--- src/rtl/lifo.sv ---
// rtl/lifo.sv - Parameterised LIFO stack with registered pop data and count-decoded full/empty.
// Define LIFO_ERR_FLAGS_EN to add registered overflow/underflow pulse outputs.
module lifo #(
  parameter int WIDTH = 8,
  parameter int DEPTH = 4
) (
  input  logic             clk,
  input  logic             reset,
  input  logic             push,
  input  logic             pop,
  input  logic [WIDTH-1:0] din,
  output logic [WIDTH-1:0] dout,
  output logic             full,
  output logic             empty
`ifdef LIFO_ERR_FLAGS_EN
  ,
  output logic             overflow,
  output logic             underflow
`endif
);

  localparam int CW = $clog2(DEPTH + 1);
  localparam int AW = $clog2(DEPTH);

  logic [CW-1:0]    count_q, count_d;
  logic [WIDTH-1:0] dout_q, dout_d;
  logic [WIDTH-1:0] mem_q [DEPTH];

  logic             wr_en;
  logic [AW-1:0]    wr_addr;
  logic [CW-1:0]    top_cnt;
  logic [AW-1:0]    top_addr;
  logic [AW-1:0]    cnt_addr;

  assign full  = (count_q == CW'(DEPTH));
  assign empty = (count_q == '0);
  assign dout  = dout_q;

  // top_addr is only meaningful when not empty; cnt_addr only when not full.
  assign top_cnt  = count_q - CW'(1);
  assign top_addr = top_cnt[AW-1:0];
  assign cnt_addr = count_q[AW-1:0];

  always_comb begin
    count_d = count_q;
    dout_d  = dout_q;
    wr_en   = 1'b0;
    wr_addr = cnt_addr;
    case ({push, pop})
      2'b10: begin
        if (!full) begin
          wr_en   = 1'b1;
          wr_addr = cnt_addr;
          count_d = count_q + CW'(1);
        end
      end
      2'b01: begin
        if (!empty) begin
          dout_d  = mem_q[top_addr];
          count_d = top_cnt;
        end
      end
      2'b11: begin
        // Simultaneous push/pop swaps the top entry; on an empty stack only the push lands.
        if (empty) begin
          wr_en   = 1'b1;
          wr_addr = '0;
          count_d = CW'(1);
        end else begin
          dout_d  = mem_q[top_addr];
          wr_en   = 1'b1;
          wr_addr = top_addr;
        end
      end
      default: ;
    endcase
  end

  always_ff @(posedge clk or posedge reset) begin
    if (reset) begin
      count_q <= '0;
      dout_q  <= '0;
    end else begin
      count_q <= count_d;
      dout_q  <= dout_d;
    end
  end

  always_ff @(posedge clk) begin
    if (wr_en) begin
      mem_q[wr_addr] <= din;
    end
  end

`ifdef LIFO_ERR_FLAGS_EN
  logic overflow_q, overflow_d;
  logic underflow_q, underflow_d;

  assign overflow_d  = push & ~pop & full;
  assign underflow_d = pop & ~push & empty;
  assign overflow    = overflow_q;
  assign underflow   = underflow_q;

  always_ff @(posedge clk or posedge reset) begin
    if (reset) begin
      overflow_q  <= 1'b0;
      underflow_q <= 1'b0;
    end else begin
      overflow_q  <= overflow_d;
      underflow_q <= underflow_d;
    end
  end
`endif

endmodule

--- config.mk ---
export PLATFORM = sky130hd
export DESIGN_NAME = lifo
export DESIGN_NICKNAME = d
export VERILOG_FILES = /design/src/rtl/lifo.sv
export SDC_FILE = /design/constraint.sdc
export NUM_CORES = 1
export LEC_CHECK = 0
export ABC_AREA = 1
export CAP_MARGIN = 5
export CORE_ASPECT_RATIO = 1.2
export CORE_UTILIZATION = 54
export CTS_CLUSTER_DIAMETER = 60
export DETAILED_ROUTE_END_ITERATION = 8
export GPL_TIMING_DRIVEN = 0
export PLACE_DENSITY = 0.88
export SLEW_MARGIN = 0
export SYNTH_ARGS = -nofsm -noshare
export SYNTH_HDL_FRONTEND = slang
export SYNTH_SLANG_ARGS = --single-unit
export TNS_END_PERCENT = 1
--- constraint.sdc ---
create_clock -name clk -period 2.4 [get_ports clk]
set_input_delay 0.48 -clock clk [delete_from_list [all_inputs] [get_ports clk]]
set_output_delay 0.48 -clock clk [all_outputs]
set_load 0.1 [all_outputs]
Yosys cells after proc, flatten, opt, wreduce, memory -nomap -nowiden
Memory sizes are Yosys's and may differ from the RTL's. A register that Yosys moved wholly into a read port is not among the register bits.
Cells that the tools add are included.
- bits in registers: 3
- memory bits (writable): 32
- input bits: 12
- logic and storage cells: 27
- memories: 1
- memory list (name ; depth ; width ; rd ports ; clocked after memory_dff ; wr ports ; line ; source):
    mem_q ; 4 ; 8 ; 1 ; 1 ; 1 ; 27 ; logic [WIDTH-1:0] mem_q [DEPTH];
- $add $sub $neg: 2
- eq/ne operators: 7
- muxes and demuxes: 10
- bitwise logic cells: 1
- reduce and logical (&&, ||, !) cells: 5
- operators by type and width (kind ; number):
    $mux W3 ; 3
    $pmux W3 S3 ; 1
    $ne A2 B2 Y1 const B ; 3
    $eq A2 B2 Y1 const B ; 2
    $mux W2 ; 2
    $reduce_and A4 Y1 ; 1
    $add A3 B1 Y3 const B ; 1
    $eq A3 B3 Y1 const B ; 1
    $logic_not A3 Y1 ; 1
    $mux W1 ; 3
    $reduce_bool A3 Y1 ; 1
    $sub A3 B1 Y3 const B ; 1
    $eq A2 B1 Y1 const B ; 1
    $pmux W1 S2 ; 1
    $reduce_and A2 Y1 ; 1
    $reduce_or A2 Y1 ; 1
    $not A1 Y1 ; 1

Depth between registers and ports, before layout
Gate-level depths: netlist of the first run.
- word-level depth: 5
- depth in mapped cells: 11

Worst setup path after synthesis of the first run
Ideal clock, no wire load.
- kind: reg-to-output
- start point: reg count_q[0]
- end point: out empty
- data arrival time: 1.592 ns
- required time: 1.920 ns
- setup slack: 0.328 ns
- cell stages (with the launch flop): 7
- path buffers: 2
- cells stage by stage: dfrtp_1 > buf_6 > inv_8 > buf_8 > ha_1 > nand2_4 > inv_1
- longest elaborated chain between the ends: 1
- RTL lines (item ; line ; source):
    start: declaration ; 25 ; logic [CW-1:0] count_q, count_d;
    start signal: assignment ; 84 ; count_q <= count_d;
    $logic_not A3 Y1 ; 36 ; assign empty = (count_q == '0);
    end: declaration ; 14 ; output logic empty
Every way passes these cells.

Final worst setup path of the first run
Ends and elaborated chain as after synthesis.

==> impl_metrics.toml, run 1 <==
[job]
maxCapViolCount = 0

[route]
avgViaCountPerCell = 5.24
num_vias = 1315
post_drt_wl_per_cell_um = 14.0
firstDrtPassIters = 4
route.detailed.drc = 0
drt_iter0_drc = 61
ant_nets = 0
wl_mm = 3.51

[grt]
gr-total-overflow = 0
track_usage_pct = 21.6
grt_max_degree = 14
grt_pass1_wl_mm = 5.75
grt_pass1_vias = 1263
met1_usage_pct = 23.2
grt_use_met2_pct = 36.8
antenna_found_initial = 0
grt_busiest_layer = "met2"
met3_usage_pct = 6.41

[worst_setup_path]
cp-start-kind = "flop"
crit_chain = "buf_6 > inv_8 > buf_8 > ha_1 > nand2_4 > inv_1 > clkbuf_4"
cp.arrival_ps = 1810
worstSetupPathDepth = 7
cp_slowest_stage_delay_ps = 400
required_ps = 1920
rr_worst_depth = 9
crit_slowest_cell = "dfrtp_1"
path_buf_inv = 5
cp_top_family = "buffers and inverters"
worstSetupPathType = "flop to primary output"
crit_fanout = 11
endpoint_kind = "primary output"

[timing]
whs_ps = 479
min_period_ps = 2290
timing.final.crit_share_pct = 95.3
timing.slew.headroom_pct = 33.8
slew_violations = 0
finalClockSkew_ps = 10.4
rsz0062_at_grt = "no"
setup_slack_ps = 113
setup_viol = 0
hold_violations = 0
worst_pin_slew_ps = 990
timing.fmax_mhz = 437

[yosys]
synth-main-ff-cell = "edfxtp_1"
avgSynthCellArea_um2 = 10.2
synth-edff-count = 32
syn_inst = 185
async_reset_ff_share_pct = 25.6
synth.net_count = 200
synth_area_leaders = "edfxtp_1 (51%), nand2_1 (16%), dfrtp_1 (15%)"
yosysTopAreaCellShare_pct = 50.9
synth_area_um2 = 1890
synthDistinctLibCells = 17
synth_seq_cells = 43
yosysTopAreaCell = "edfxtp_1"
synth_common_cells = "nand2_1 (78), edfxtp_1 (32), o21ai_0 (15)"
ys_seq_area_share_pct = 65.5
yosys_warnings = 0
synthMostInstantiatedCell = "nand2_1"

[clocking]
post_cts_buffers = 0
cts_buffer_depth = 2
root_buffer = "clkbuf_8"
cts_tree = "yes"
cts_max_level = 2
clk_latency_ps = 300
cts_sinks = 43
cts_buffers = 5
cts.clk_slew.worst_paths_ps = 80

[run_status]
status = "finished clean"

[final_layout]
fin_nets = 228
fill_cells = 259
drive_above_1_share_pct = 12.6
fin_cells = 251
antenna_cells = 0
synthToLayoutAreaGrowth_pct = 18.4
final_cell_area_um2 = 2230

[place]
place_worst_setup_slack_ps = -377
gp_congestion = 0.830
place_inst = 243
placed_area_um2 = 2140
hpwl_mm = 2.39
io_buffers = 21

[die]
ios = 22
die-area_um2 = 3740
start_util_pct = 56.6
core-area_um2 = 3340
die_h_um = 66.8
die_w_um = 56.0
rows = 23

[worst_hold_path]
hp-class = "primary input to asynchronous set/reset pin"
## final cells by class
type	instances	area [um2]	area share, %
Inverter	15	63.8	2.86
Clock inverter	2	12.5	0.560
Sequential cell	43	1240	55.3
Clock buffer	6	72.6	3.25
Tap cell	37	46.3	2.07
Multi-Input combinational cell	123	557	24.9
Timing Repair Buffer	21	205	9.18
Buffer	4	41.3	1.85
## layer usage
metal	vias to the layer above	share of wire (%)
met5	-	0
met4	0	2.6
met3	7	3.8
met2	40	53
met1	614	41
li1	654	-
## cells by family after synthesis
| kind of cell | count (synthesis) | synth area share, % |
|---|---|---|
| AND/OR/NAND/NOR | 102 | 22.2 |
| flip-flops | 43 | 65.5 |
| buffers and inverters | 19 | 5.57 |
| AO/OA/AOI/OAI | 18 | 4.77 |
| adder cells (fa/ha/maj) | 3 | 1.99 |
## flip-flops by register name (all words and copies together), names as in the netlist
name	count
count_q	3
mem_q	32
dout	8
## path summary, 6_finish.rpt
kind,start,slack [ps],endpoint
worst min-delay path,reset,480,dout[1]
worst max register to register,count_q[0],190,mem_q[1][3]
min in group clk,dout[4],490,dout[4]
max in group asynchronous,reset,1620,dout[3]
worst min register to register,dout[4],490,dout[4]
worst max-delay path,count_q[0],110,empty
## timing repair
item | 4_1_cts | 5_1_grt
resized for setup | 11 | 5
hold buffers | 0 | 0
endpoints found under the setup margin | 10 | 26
## metrics by stage
step	util, %	TNS [ps]
3_5_place_dp	64.2	-3300
5_1_grt	66.9	0
3_3_place_gp	64.2	-1910
2_1_floorplan	-	0
6_report	66.9	0
4_1_cts	66.6	0
## layout by cell type, fill, tap and decap left out, types with 4 or more instances in the layout
master           Yosys  routed
clkdlybuf4s50_1      0      19
inv_1                9       9
nor2_2               0       4
nand2_1             78      78
dfrtp_1             11      11
o21ai_0             15      15
edfxtp_1            32      32
nand3_1              5       5
nor2_1              13       9
clkbuf_8             0       5
inv_2                4       4
Power of run 1 is left out: the tool's default activity adds up to more than one toggle a clock period on the data nets, which glitch-free logic cannot reach.
==> run 2: changes to the inputs <==
- CORE_UTILIZATION: 54 -> 51
- PLACE_DENSITY: 0.88 -> 0.85
==> run 2 against run 1 <==
  * Maximum frequency grew 0.12%
  * The flow now finishes with violations (design-rule violations)
  * Register-to-register slack lost 70 ps
  * Critical endpoint is now mem_q[3][5]
  * Sequential share of layout area shrank 0.67 points
  * Core utilization shrank 0.88 points
  * Final area grew 1.2%
  * Non-clock buffer count is the same
  * Die area grew 5.7%
  * Global-route usage shrank 0.69 points
  * Cell count is the same
  * Via count grew 2.7%
  * Hold slack gained 6.5 ps
  * First-iteration DRC count shrank 13%
==> impl_metrics.toml, run 2 (synthesis gave the netlist of run 1 again) <==
[route]
post_drt_wl_per_cell_um = 14.5
route.detailed.drc = 1
firstDrtPassIters = 6
wl_mm = 3.64
num_vias = 1350
ant_nets = 0
avgViaCountPerCell = 5.38
drt_iter0_drc = 53

[clocking]
post_cts_buffers = 0
clk_latency_ps = 300
cts_buffer_depth = 2
cts_hold_buf = 0
cts_tree = "yes"
cts_sinks = 43
root_buffer = "clkbuf_8"
cts_buffers = 5
cts.clk_slew.worst_paths_ps = 90
cts_max_level = 2

[final_layout]
fin_nets = 228
largest_reg_flops = 32
final_cell_mix = "nand2_1 (78), edfxtp_1 (32), clkdlybuf4s50_1 (19)"
fin_cells = 251
fill_cells = 259
regMostFlops = "mem_q"
drive_above_1_share_pct = 13.1
final_common_cell = "nand2_1"
synthToLayoutAreaGrowth_pct = 19.8
final_util_pct = 66.1
antenna_cells = 0

[job]
maxCapViolCount = 0

[place]
place_inst = 243
io_buffers = 21
hpwl_mm = 2.39
gp_congestion = 0.858

[worst_setup_path]
worstSetupPathType = "flop to flop"
endpoint_kind = "flop"
crit_fanout = 11
reg2reg_to = "mem_q[3][5]"
rr_worst_depth = 10
cp.arrival_ps = 2210
required_ps = 2330
r2r-start = "count_q[0]"
crit_start = "count_q[0]"
cp-start-kind = "flop"
r2r_slack_ps = 120

[die]
die_h_um = 68.7
start_util_pct = 55.1
ios = 22
die-area_um2 = 3950
rows = 23
die_w_um = 57.5
core-area_um2 = 3420

[grt]
antenna_found_initial = 0
grt_max_degree = 15
grt_pass1_wl_mm = 5.82
gr-total-overflow = 0
grt_pass1_vias = 1306
track_usage_pct = 20.9

[timing]
min_period_ps = 2280
timing.slew.headroom_pct = 35.4
slew_violations = 0
hold_violations = 0
whs_ps = 486
timing.fmax_mhz = 438
setup_viol = 0
worst_pin_slew_ps = 966
finalClockSkew_ps = 13.6
timing.final.crit_share_pct = 95.2

[worst_hold_path]
hp-class = "primary input to asynchronous set/reset pin"

[run_status]
status = "finished, violations left"
failed_checks = "design-rule violations"
## run 2: cell types whose count changed in the layout (fill, tap and decap cells not counted)
cell / change
buf_4: +2
bufinv_16: +1
clkbuf_1: -1
clkbuf_4: -2
clkinv_4: +1
clkinvlp_4: -1
## run 2: worst max-delay path by stage
| stage | to | slack, ps | cells past startpoint |
|---|---|---|---|
| finish | mem_q[3][5] | 120 | 10 |
| global route | mem_q[3][6] | -40 | 10 |
| CTS | mem_q[2][2] | 0.5 | 10 |
| detailed placement | full | -390 | 7 |
| global placement | full | -340 | 7 |
| floorplan | empty | 330 | 6 |
## run 2: area by class of cell
type	instances	area [um2]	area share (%)
clock inverter	3	43.8	1.94
sequential	43	1240	54.6
clock buffer	5	68.8	3.04
multi-input combinational	123	557	24.6
inverter	15	63.8	2.82
tap	37	46.3	2.05
buffer	4	41.3	1.83
timing repair buffer	21	205	9.07
## run 2: timing repair
item | CTS | global route
gates resized for setup | 13 | 3
cloned | 0 | 0
endpoints found under the setup margin | 10 | 24
## run 2: through the flow
step                      setup WS [ps]  setup TNS (ps)  instance area [um2]
after floorplan                     328               0                 1890
after global placement             -343           -1820                 2140
after detailed placement           -385           -3400                 2140
after CTS                         0.469               0                 2250
after global routing              -44.0            -502                 2260
final                               116               0                 2260
## run 2: metal layers
metal	wire length [um]	track usage, %
met1	1470	23.5
met4	70	13.1
met3	179	5.41
met2	1920	35.9
met5	0	0
## run 2: critical path, cell delays in order, from the launching register on
cell	delay, ps
dfrtp_1	420
buf_6	170
inv_8	90
buf_8	140
ha_1	240
inv_1	60
nand2_1	60
nand3_1	110
nand2_1	100
nand2_1	100
nor2_2	410
Power of run 2 is left out for the same reason.
